===== src/rtl/hazard_ctrl_pkg.sv =====
// Shared pipeline definitions for the hazard controller: FSM state encoding,
// the default multiply aluop code, counter widths and a small helper used by
// the load-use detector.
package hazard_ctrl_pkg;

    // Hazard FSM states. MEMWAIT remembers which of RUN/MUL it interrupted.
    typedef enum logic [1:0] {
        ST_RUN     = 2'd0,
        ST_MUL     = 2'd1,
        ST_MEMWAIT = 2'd2
    } hz_state_t;

    // aluop code that identifies a multi-cycle multiply in EX.
    localparam logic [3:0] ALUOP_MUL_DEFAULT = 4'b1010;

    // Width of the multiply latency counter (MUL_LAT tops out at 15).
    localparam int MUL_CNT_W  = 4;

    // Width of the saturating memory wait counter.
    localparam int WAIT_CNT_W = 8;

    // Width of the performance counters.
    localparam int PERF_CNT_W = 16;

    // True when a consumer source register matches a producer destination
    // and the consumer actually reads that operand.
    function automatic logic src_match(
        input logic [4:0] rd,
        input logic [4:0] rs,
        input logic       uses
    );
        return uses && (rd == rs);
    endfunction

endpackage


===== src/rtl/hazard_perf_cnt.sv =====
// Free-running performance counter: counts cycles where en is high and wraps
// back to zero after the all-ones value.
module hazard_perf_cnt #(
    parameter int W = 16
) (
    input  logic         clk,
    input  logic         reset,
    input  logic         en,
    output logic [W-1:0] count
);

    logic [W-1:0] count_reg;
    logic [W-1:0] count_next;

    // Natural modulo-2^W increment gives the wrap for free.
    always_comb begin
        count_next = count_reg;
        if (en) begin
            count_next = count_reg + W'(1);
        end
    end

    // Counter register, cleared asynchronously by reset.
    always_ff @(posedge clk or posedge reset) begin
        if (reset) begin
            count_reg <= '0;
        end else begin
            count_reg <= count_next;
        end
    end

    assign count = count_reg;

endmodule


===== src/rtl/hazard_ctrl.sv =====
// Pipeline hazard controller for a 5-stage in-order core. Resolves, in
// priority order, data-memory waits, multi-cycle multiplies in EX, taken
// branch flushes and load-use interlocks, and keeps stall/flush perf counts.
module hazard_ctrl
    import hazard_ctrl_pkg::*;
#(
    parameter int          MUL_LAT     = 3,
    parameter logic [3:0]  MUL_ALUOP   = ALUOP_MUL_DEFAULT,
    parameter int unsigned MEM_TIMEOUT = 255
) (
    input  logic        clk,
    input  logic        reset,
    // ID stage operands
    input  logic [4:0]  ID_rs1,
    input  logic [4:0]  ID_rs2,
    input  logic        ID_uses_rs1,
    input  logic        ID_uses_rs2,
    // ID/EX register
    input  logic        ID_EX_memread,
    input  logic [4:0]  ID_EX_rd,
    input  logic [3:0]  ID_EX_aluop,
    // EX branch resolution
    input  logic        EX_take,
    // EX/MEM register and data memory handshake
    input  logic        EX_MEM_memread,
    input  logic        EX_MEM_memwrite,
    input  logic        mem_ready,
    // Pipeline controls
    output logic        PC_stall,
    output logic        IF_ID_stall,
    output logic        IF_ID_flush,
    output logic        ID_bubble,
    output logic        EX_stall,
    output logic        EX_MEM_bubble,
    output logic        MEM_stall,
    // Status and perf counters
    output logic        mem_timeout,
    output logic [15:0] stall_count,
    output logic [15:0] flush_count
);

    // Value loaded when a multiply is first seen: the number of EX cycles it
    // still needs, counting the current one's successor cycles down to a
    // final non-stalling cycle at count 1.
    localparam logic [MUL_CNT_W-1:0] MUL_LOAD = MUL_CNT_W'(MUL_LAT - 1);
    localparam logic [WAIT_CNT_W-1:0] WAIT_MAX = '1;

    // ------------------------------------------------------------------
    // State
    // ------------------------------------------------------------------
    hz_state_t              state_reg;
    hz_state_t              state_next;
    hz_state_t              ret_state_reg;
    hz_state_t              ret_state_next;
    logic [MUL_CNT_W-1:0]   mul_cnt_reg;
    logic [MUL_CNT_W-1:0]   mul_cnt_next;
    logic                   mul_done_reg;
    logic                   mul_done_next;
    logic [WAIT_CNT_W-1:0]  wait_cnt_reg;
    logic [WAIT_CNT_W-1:0]  wait_cnt_next;
    logic                   mem_timeout_reg;
    logic                   mem_timeout_next;

    // ------------------------------------------------------------------
    // Hazard detection (all combinational)
    // ------------------------------------------------------------------
    logic      mem_pend;
    hz_state_t eff_state;
    logic      mul_op;
    logic      mul_start;
    logic      mul_stall;
    logic      mul_last;
    logic      mul_busy;
    logic      load_use;

    assign mem_pend = (EX_MEM_memread | EX_MEM_memwrite) & ~mem_ready;

    // The cycle mem_ready arrives, MEMWAIT behaves like the state it
    // interrupted so the released pipeline continues without a dead cycle.
    assign eff_state = (state_reg == ST_MEMWAIT) ? ret_state_reg : state_reg;

    assign mul_op    = (ID_EX_aluop == MUL_ALUOP);
    // mul_done blocks re-triggering on a multiply that has already served
    // its stall cycles but has not yet left ID/EX.
    assign mul_start = (eff_state == ST_RUN) & mul_op & ~mul_done_reg;
    assign mul_stall = (eff_state == ST_MUL) & (mul_cnt_reg > MUL_CNT_W'(1));
    assign mul_last  = (eff_state == ST_MUL) & ~mul_stall;
    assign mul_busy  = mul_start | mul_stall;

    assign load_use = ID_EX_memread & (ID_EX_rd != 5'd0) &
                      (src_match(ID_EX_rd, ID_rs1, ID_uses_rs1) |
                       src_match(ID_EX_rd, ID_rs2, ID_uses_rs2));

    // ------------------------------------------------------------------
    // FSM process 1: state and control registers
    // ------------------------------------------------------------------
    always_ff @(posedge clk or posedge reset) begin
        if (reset) begin
            state_reg       <= ST_RUN;
            ret_state_reg   <= ST_RUN;
            mul_cnt_reg     <= '0;
            mul_done_reg    <= 1'b0;
            wait_cnt_reg    <= '0;
            mem_timeout_reg <= 1'b0;
        end else begin
            state_reg       <= state_next;
            ret_state_reg   <= ret_state_next;
            mul_cnt_reg     <= mul_cnt_next;
            mul_done_reg    <= mul_done_next;
            wait_cnt_reg    <= wait_cnt_next;
            mem_timeout_reg <= mem_timeout_next;
        end
    end

    // ------------------------------------------------------------------
    // FSM process 2: next state, multiply counter and memory wait tracking
    // ------------------------------------------------------------------
    always_comb begin
        state_next     = eff_state;
        ret_state_next = ret_state_reg;
        mul_cnt_next   = mul_cnt_reg;

        if (mem_pend) begin
            // Freeze the multiply counter; remember where to come back to.
            state_next = ST_MEMWAIT;
            if (state_reg != ST_MEMWAIT) begin
                ret_state_next = state_reg;
            end
        end else if (mul_start) begin
            state_next   = ST_MUL;
            mul_cnt_next = MUL_LOAD;
        end else if (mul_stall) begin
            state_next   = ST_MUL;
            mul_cnt_next = mul_cnt_reg - MUL_CNT_W'(1);
        end else if (mul_last) begin
            state_next   = ST_RUN;
            mul_cnt_next = '0;
        end

        // mul_done goes high once the remaining EX time drops to the final
        // cycle and falls on the next edge where EX is allowed to advance.
        mul_done_next = mul_done_reg;
        if (!EX_stall) begin
            mul_done_next = 1'b0;
        end else if (mul_busy && !mem_pend && (mul_cnt_next == MUL_CNT_W'(1))) begin
            mul_done_next = 1'b1;
        end

        // Saturating count of consecutive memory wait cycles.
        if (!mem_pend) begin
            wait_cnt_next = '0;
        end else if (wait_cnt_reg == WAIT_MAX) begin
            wait_cnt_next = WAIT_MAX;
        end else begin
            wait_cnt_next = wait_cnt_reg + WAIT_CNT_W'(1);
        end

        mem_timeout_next = mem_timeout_reg |
                           (mem_pend && (32'(wait_cnt_next) >= 32'(MEM_TIMEOUT)));
    end

    // ------------------------------------------------------------------
    // FSM process 3: prioritised pipeline controls, all low during reset
    // ------------------------------------------------------------------
    always_comb begin
        PC_stall      = 1'b0;
        IF_ID_stall   = 1'b0;
        IF_ID_flush   = 1'b0;
        ID_bubble     = 1'b0;
        EX_stall      = 1'b0;
        EX_MEM_bubble = 1'b0;
        MEM_stall     = 1'b0;

        if (!reset) begin
            if (mem_pend) begin
                PC_stall    = 1'b1;
                IF_ID_stall = 1'b1;
                EX_stall    = 1'b1;
                MEM_stall   = 1'b1;
            end else if (mul_busy) begin
                PC_stall      = 1'b1;
                IF_ID_stall   = 1'b1;
                EX_stall      = 1'b1;
                EX_MEM_bubble = 1'b1;
            end else if (EX_take) begin
                // Redirect wins over a load-use: the younger instructions
                // are being squashed anyway, so the PC must move.
                IF_ID_flush = 1'b1;
                ID_bubble   = 1'b1;
            end else if (load_use) begin
                PC_stall    = 1'b1;
                IF_ID_stall = 1'b1;
                ID_bubble   = 1'b1;
            end
        end
    end

    assign mem_timeout = mem_timeout_reg;

    // ------------------------------------------------------------------
    // Performance counters
    // ------------------------------------------------------------------
    hazard_perf_cnt #(
        .W (PERF_CNT_W)
    ) u_stall_cnt (
        .clk   (clk),
        .reset (reset),
        .en    (PC_stall),
        .count (stall_count)
    );

    hazard_perf_cnt #(
        .W (PERF_CNT_W)
    ) u_flush_cnt (
        .clk   (clk),
        .reset (reset),
        .en    (IF_ID_flush),
        .count (flush_count)
    );

endmodule


===== config.mk =====
export PLATFORM = sky130hd
export DESIGN_NAME = hazard_ctrl
export DESIGN_NICKNAME = d
export VERILOG_FILES = /design/src/rtl/hazard_ctrl_pkg.sv /design/src/rtl/hazard_perf_cnt.sv /design/src/rtl/hazard_ctrl.sv
export SDC_FILE = /design/constraint.sdc
export NUM_CORES = 1
export LEC_CHECK = 0
export CORE_MARGIN = 3
export CORE_UTILIZATION = 44
export DETAILED_ROUTE_END_ITERATION = 10
export GPL_TIMING_DRIVEN = 1
export HOLD_SLACK_MARGIN = 0.06
export PLACE_DENSITY_LB_ADDON = 0.08
export SLEW_MARGIN = 10
export SYNTH_ARGS = -nofsm -noshare
export SYNTH_HDL_FRONTEND = slang
export SYNTH_HIERARCHICAL = 1
export SYNTH_SLANG_ARGS = --single-unit

===== constraint.sdc =====
create_clock -name clk -period 2.8 [get_ports clk]
set_input_delay 0.42 -clock clk [delete_from_list [all_inputs] [get_ports clk]]
set_output_delay 0.42 -clock clk [all_outputs]
set_load 0.05 [all_outputs]

==> qor.json <==
{
  "timing.final.crit_share_pct": 95.1,
  "drt_iter0_drc": 76,
  "placement_rows": 27,
  "leakage_power_figure_nw": 1.51,
  "final_net_count": 365,
  "largest_net_degree_at_the_start_of_global_routing": 19,
  "start_util_pct": 46.7,
  "yosys.area_share.adder_pct": 2.38,
  "groute.layer.met2.usage_pct": 30.6,
  "core-area_um2": 5640,
  "buffer_ports.inserted": 67,
  "outcome": "completed",
  "drtPass1Iterations": 4,
  "groute.usage.overall_pct": 17.5,
  "die_area_um2": 6950,
  "yosys.area_share.simple_pct": 21.2,
  "fin_tns_setup_ns": 0,
  "synth_enable_flop_cells": 0,
  "routabilityCongestion": 0.795,
  "postRouteAntennaNets": 0,
  "drcViolationCount": 0,
  "hold_viol": 0,
  "syn-num-nets": 288,
  "worstHoldPathType": "reg2reg",
  "synthesis.area_per_instance_um2": 10.3,
  "die_h_um": 83.4,
  "layout-drive-gt1-share_pct": 12.3,
  "place_inst": 394,
  "crit_fanout": 4,
  "grt_most_used_layer": "met2",
  "synth-warning-count": 6,
  "cts_made_buffers": 5,
  "synth.yosys.seq_area_share_pct": 47.5,
  "max-vdd-ir-drop_mv": 0.554,
  "synth_top_flop_cell": "dfrtp_1",
  "yosys-mux-area-fraction_pct": 0.855,
  "synth_area_um2": 2630,
  "synth-compound-area-share_pct": 11.0,
  "antennaDiodeCount": 0,
  "cts_root_buf": "clkbuf_8",
  "startpoint_type": "input port",
  "power.total_mw": 2.46,
  "yosys_register_bits": 50,
  "synth_cells": 255,
  "max_freq_mhz": 375,
  "groute.layer.met1.usage_pct": 21.4,
  "vias_per_cell": 5.35,
  "xor_and_xnor_area_share_after_synthesis_pct": 14.0,
  "grt_use_met3_pct": 4.96,
  "cp_data_required_time_ns": 2.38,
  "timing.final.crit_period_ns": 2.66,
  "timing.setup.critical_path_class": "in2out",
  "layoutNonFillerInstCount": 405,
  "htree_levels": 2,
  "final.setup_skew_ns": 0.00802,
  "ys_async_sr_fraction_pct": 100,
  "rrSetupSlack_ns": 0.33,
  "cts.sink_count": 50,
  "cts_max_path_buffers": 2,
  "globalRouteOverflowTotal": 0,
  "rsz_0062_raised_after_global_routing": "false",
  "tightest_slew_ns": 0.712,
  "yosysUniqueCellTypes": 46,
  "initial_antenna_violation_count": 0,
  "worst_ep_arrival_time_ns": 2.24,
  "number_of_max_cap_violations": 0,
  "first_global_vias": 2181,
  "timing_max_transition_violations_final": 0,
  "tritoncts": "done",
  "fp.dieW_um": 83.4,
  "synth_top_family_by_area": "simple AND/OR/NAND/NOR gates",
  "worstSkewPairLatency_ns": 0.30,
  "syn2layout_area_growth_pct": 36.3,
  "detailedPlacementHpwl_um": 4400,
  "max_slew_margin_pct": 52.5,
  "avgRoutedWirePerCell_um": 14.4,
  "power.density_nw_per_um2": 684,
  "grt_first_pass_wirelength_um": 10200,
  "route.final.wire_length_um": 5820,
  "cts_hold_buffers_added": 0,
  "cts.clk_slew.worst_paths_ns": 0.09,
  "design.portCount": 68,
  "setup.worst_path.end_class": "output port",
  "final-setup-viol-count": 0,
  "final_core_util_pct": 63.6,
  "number_of_vias_in_the_routed_layout": 2167
}
[stage by stage]
step / hold WS (ns) / setup WS (ns) / cell area (um2)
after floorplan: 0.334 / 0.00295 / 2660
after global placement: 0.448 / 0.110 / 3470
after detailed placement: 0.461 / 0.0649 / 3470
after CTS: 0.486 / 0.00632 / 3570
after global routing: 0.508 / 0.0198 / 3590
final: 0.480 / 0.136 / 3590
[layout by cell type (no fill, tap or decap), drive strengths merged, types with 2 or more instances in the layout]
cell,instances
a22o,2
dfrtp,50
and3,2
nand2,24
nor2,17
o21ai,9
a21oi,10
nor4,3
nand4,11
and4,4
xor2,11
clkbuf,6
clkdlybuf4s50,60
or2,4
nand2b,5
nand3,14
o31ai,2
a21o,2
a211oi,2
xnor2,31
ha,5
a31oi,5
nor3,7
inv,12
o21a,2
mux2,2
buf,16
[final cells by class]
type / instances / area (um2)
clock buffer: 6 / 82.6
clock inverter: 2 / 16.3
fill: 462 / 2050
inverter: 11 / 41.3
multi-input combinational: 188 / 1320
sequential: 50 / 1250
tap: 72 / 90.1
timing repair buffer: 76 / 783
[report_power, final]
part | internal (mW) | switching [mW]
Sequential | 0.835 | 0.169
Combinational | 0.404 | 0.597
Clock | 0.204 | 0.246
[logic make-up after synthesis]
| family | Yosys count |
|---|---|
| XOR/XNOR | 42 |
| AO/OA/AOI/OAI | 44 |
| adder cells (fa/ha/maj) | 5 |
| flip-flops | 50 |
| buffers and inverters | 17 |
| AND/OR/NAND/NOR | 95 |
| multiplexers | 2 |
[cells in the mapped netlist (all sizes together), types with 3 or more instances]
| cell | instances | area, um2 |
|---|---|---|
| dfrtp | 50 | 1250 |
| xnor2 | 31 | 272 |
| nand2 | 24 | 90.1 |
| nor2 | 17 | 63.8 |
| nand3 | 14 | 70.1 |
| inv | 11 | 41.3 |
| nand4 | 11 | 98.8 |
| xor2 | 11 | 96.3 |
| a21oi | 10 | 50.1 |
| o21ai | 9 | 45.0 |
| nor3 | 7 | 45.0 |
| a31oi | 5 | 31.3 |
| ha | 5 | 62.6 |
| nand2b | 5 | 31.3 |
| and4 | 4 | 37.5 |
| buf | 4 | 33.8 |
| or2 | 4 | 25.0 |
| nor4 | 3 | 48.8 |
[routing by layer]
layer | share of wire [%] | up-vias
met4 | 0.50 | 0
met5 | 0 | -
met2 | 52 | 56
met1 | 43 | 1062
met3 | 4.3 | 4
li1 | - | 1045
[critical path, cell delays in order]
cell and delay [ns]:
clkdlybuf4s50_1 0.48, or4_1 0.54, o21ai_0 0.22, nor2_1 0.07
nand2_1 0.11, a21oi_4 0.09, buf_4 0.17, buf_12 0.15
[final timing paths]
kind                                       start               endpoint  cells past startpoint
max                                  ID_EX_rd[1]               PC_stall                      8
min                        u_flush_cnt/count[15]  u_flush_cnt/count[15]                      1
max reg2reg                       mul_cnt_reg[0]  u_stall_cnt/count[15]                     11
min reg2reg                u_flush_cnt/count[15]  u_flush_cnt/count[15]                      1
max in group asynchronous                  reset         mul_cnt_reg[0]                      3
min in group asynchronous                  reset  u_stall_cnt/count[11]                      2
[repair_timing]
action / 4_1_cts / 5_1_grt
hold endpoints to repair: 0 / 0
gates resized for setup: 2 / 2
gates cloned: 0 / 0
endpoints found under the setup margin: 3 / 4
buffers inserted: 0 / 3
pin swaps: 0 / 0
Power figures use the tool's default switching activity.
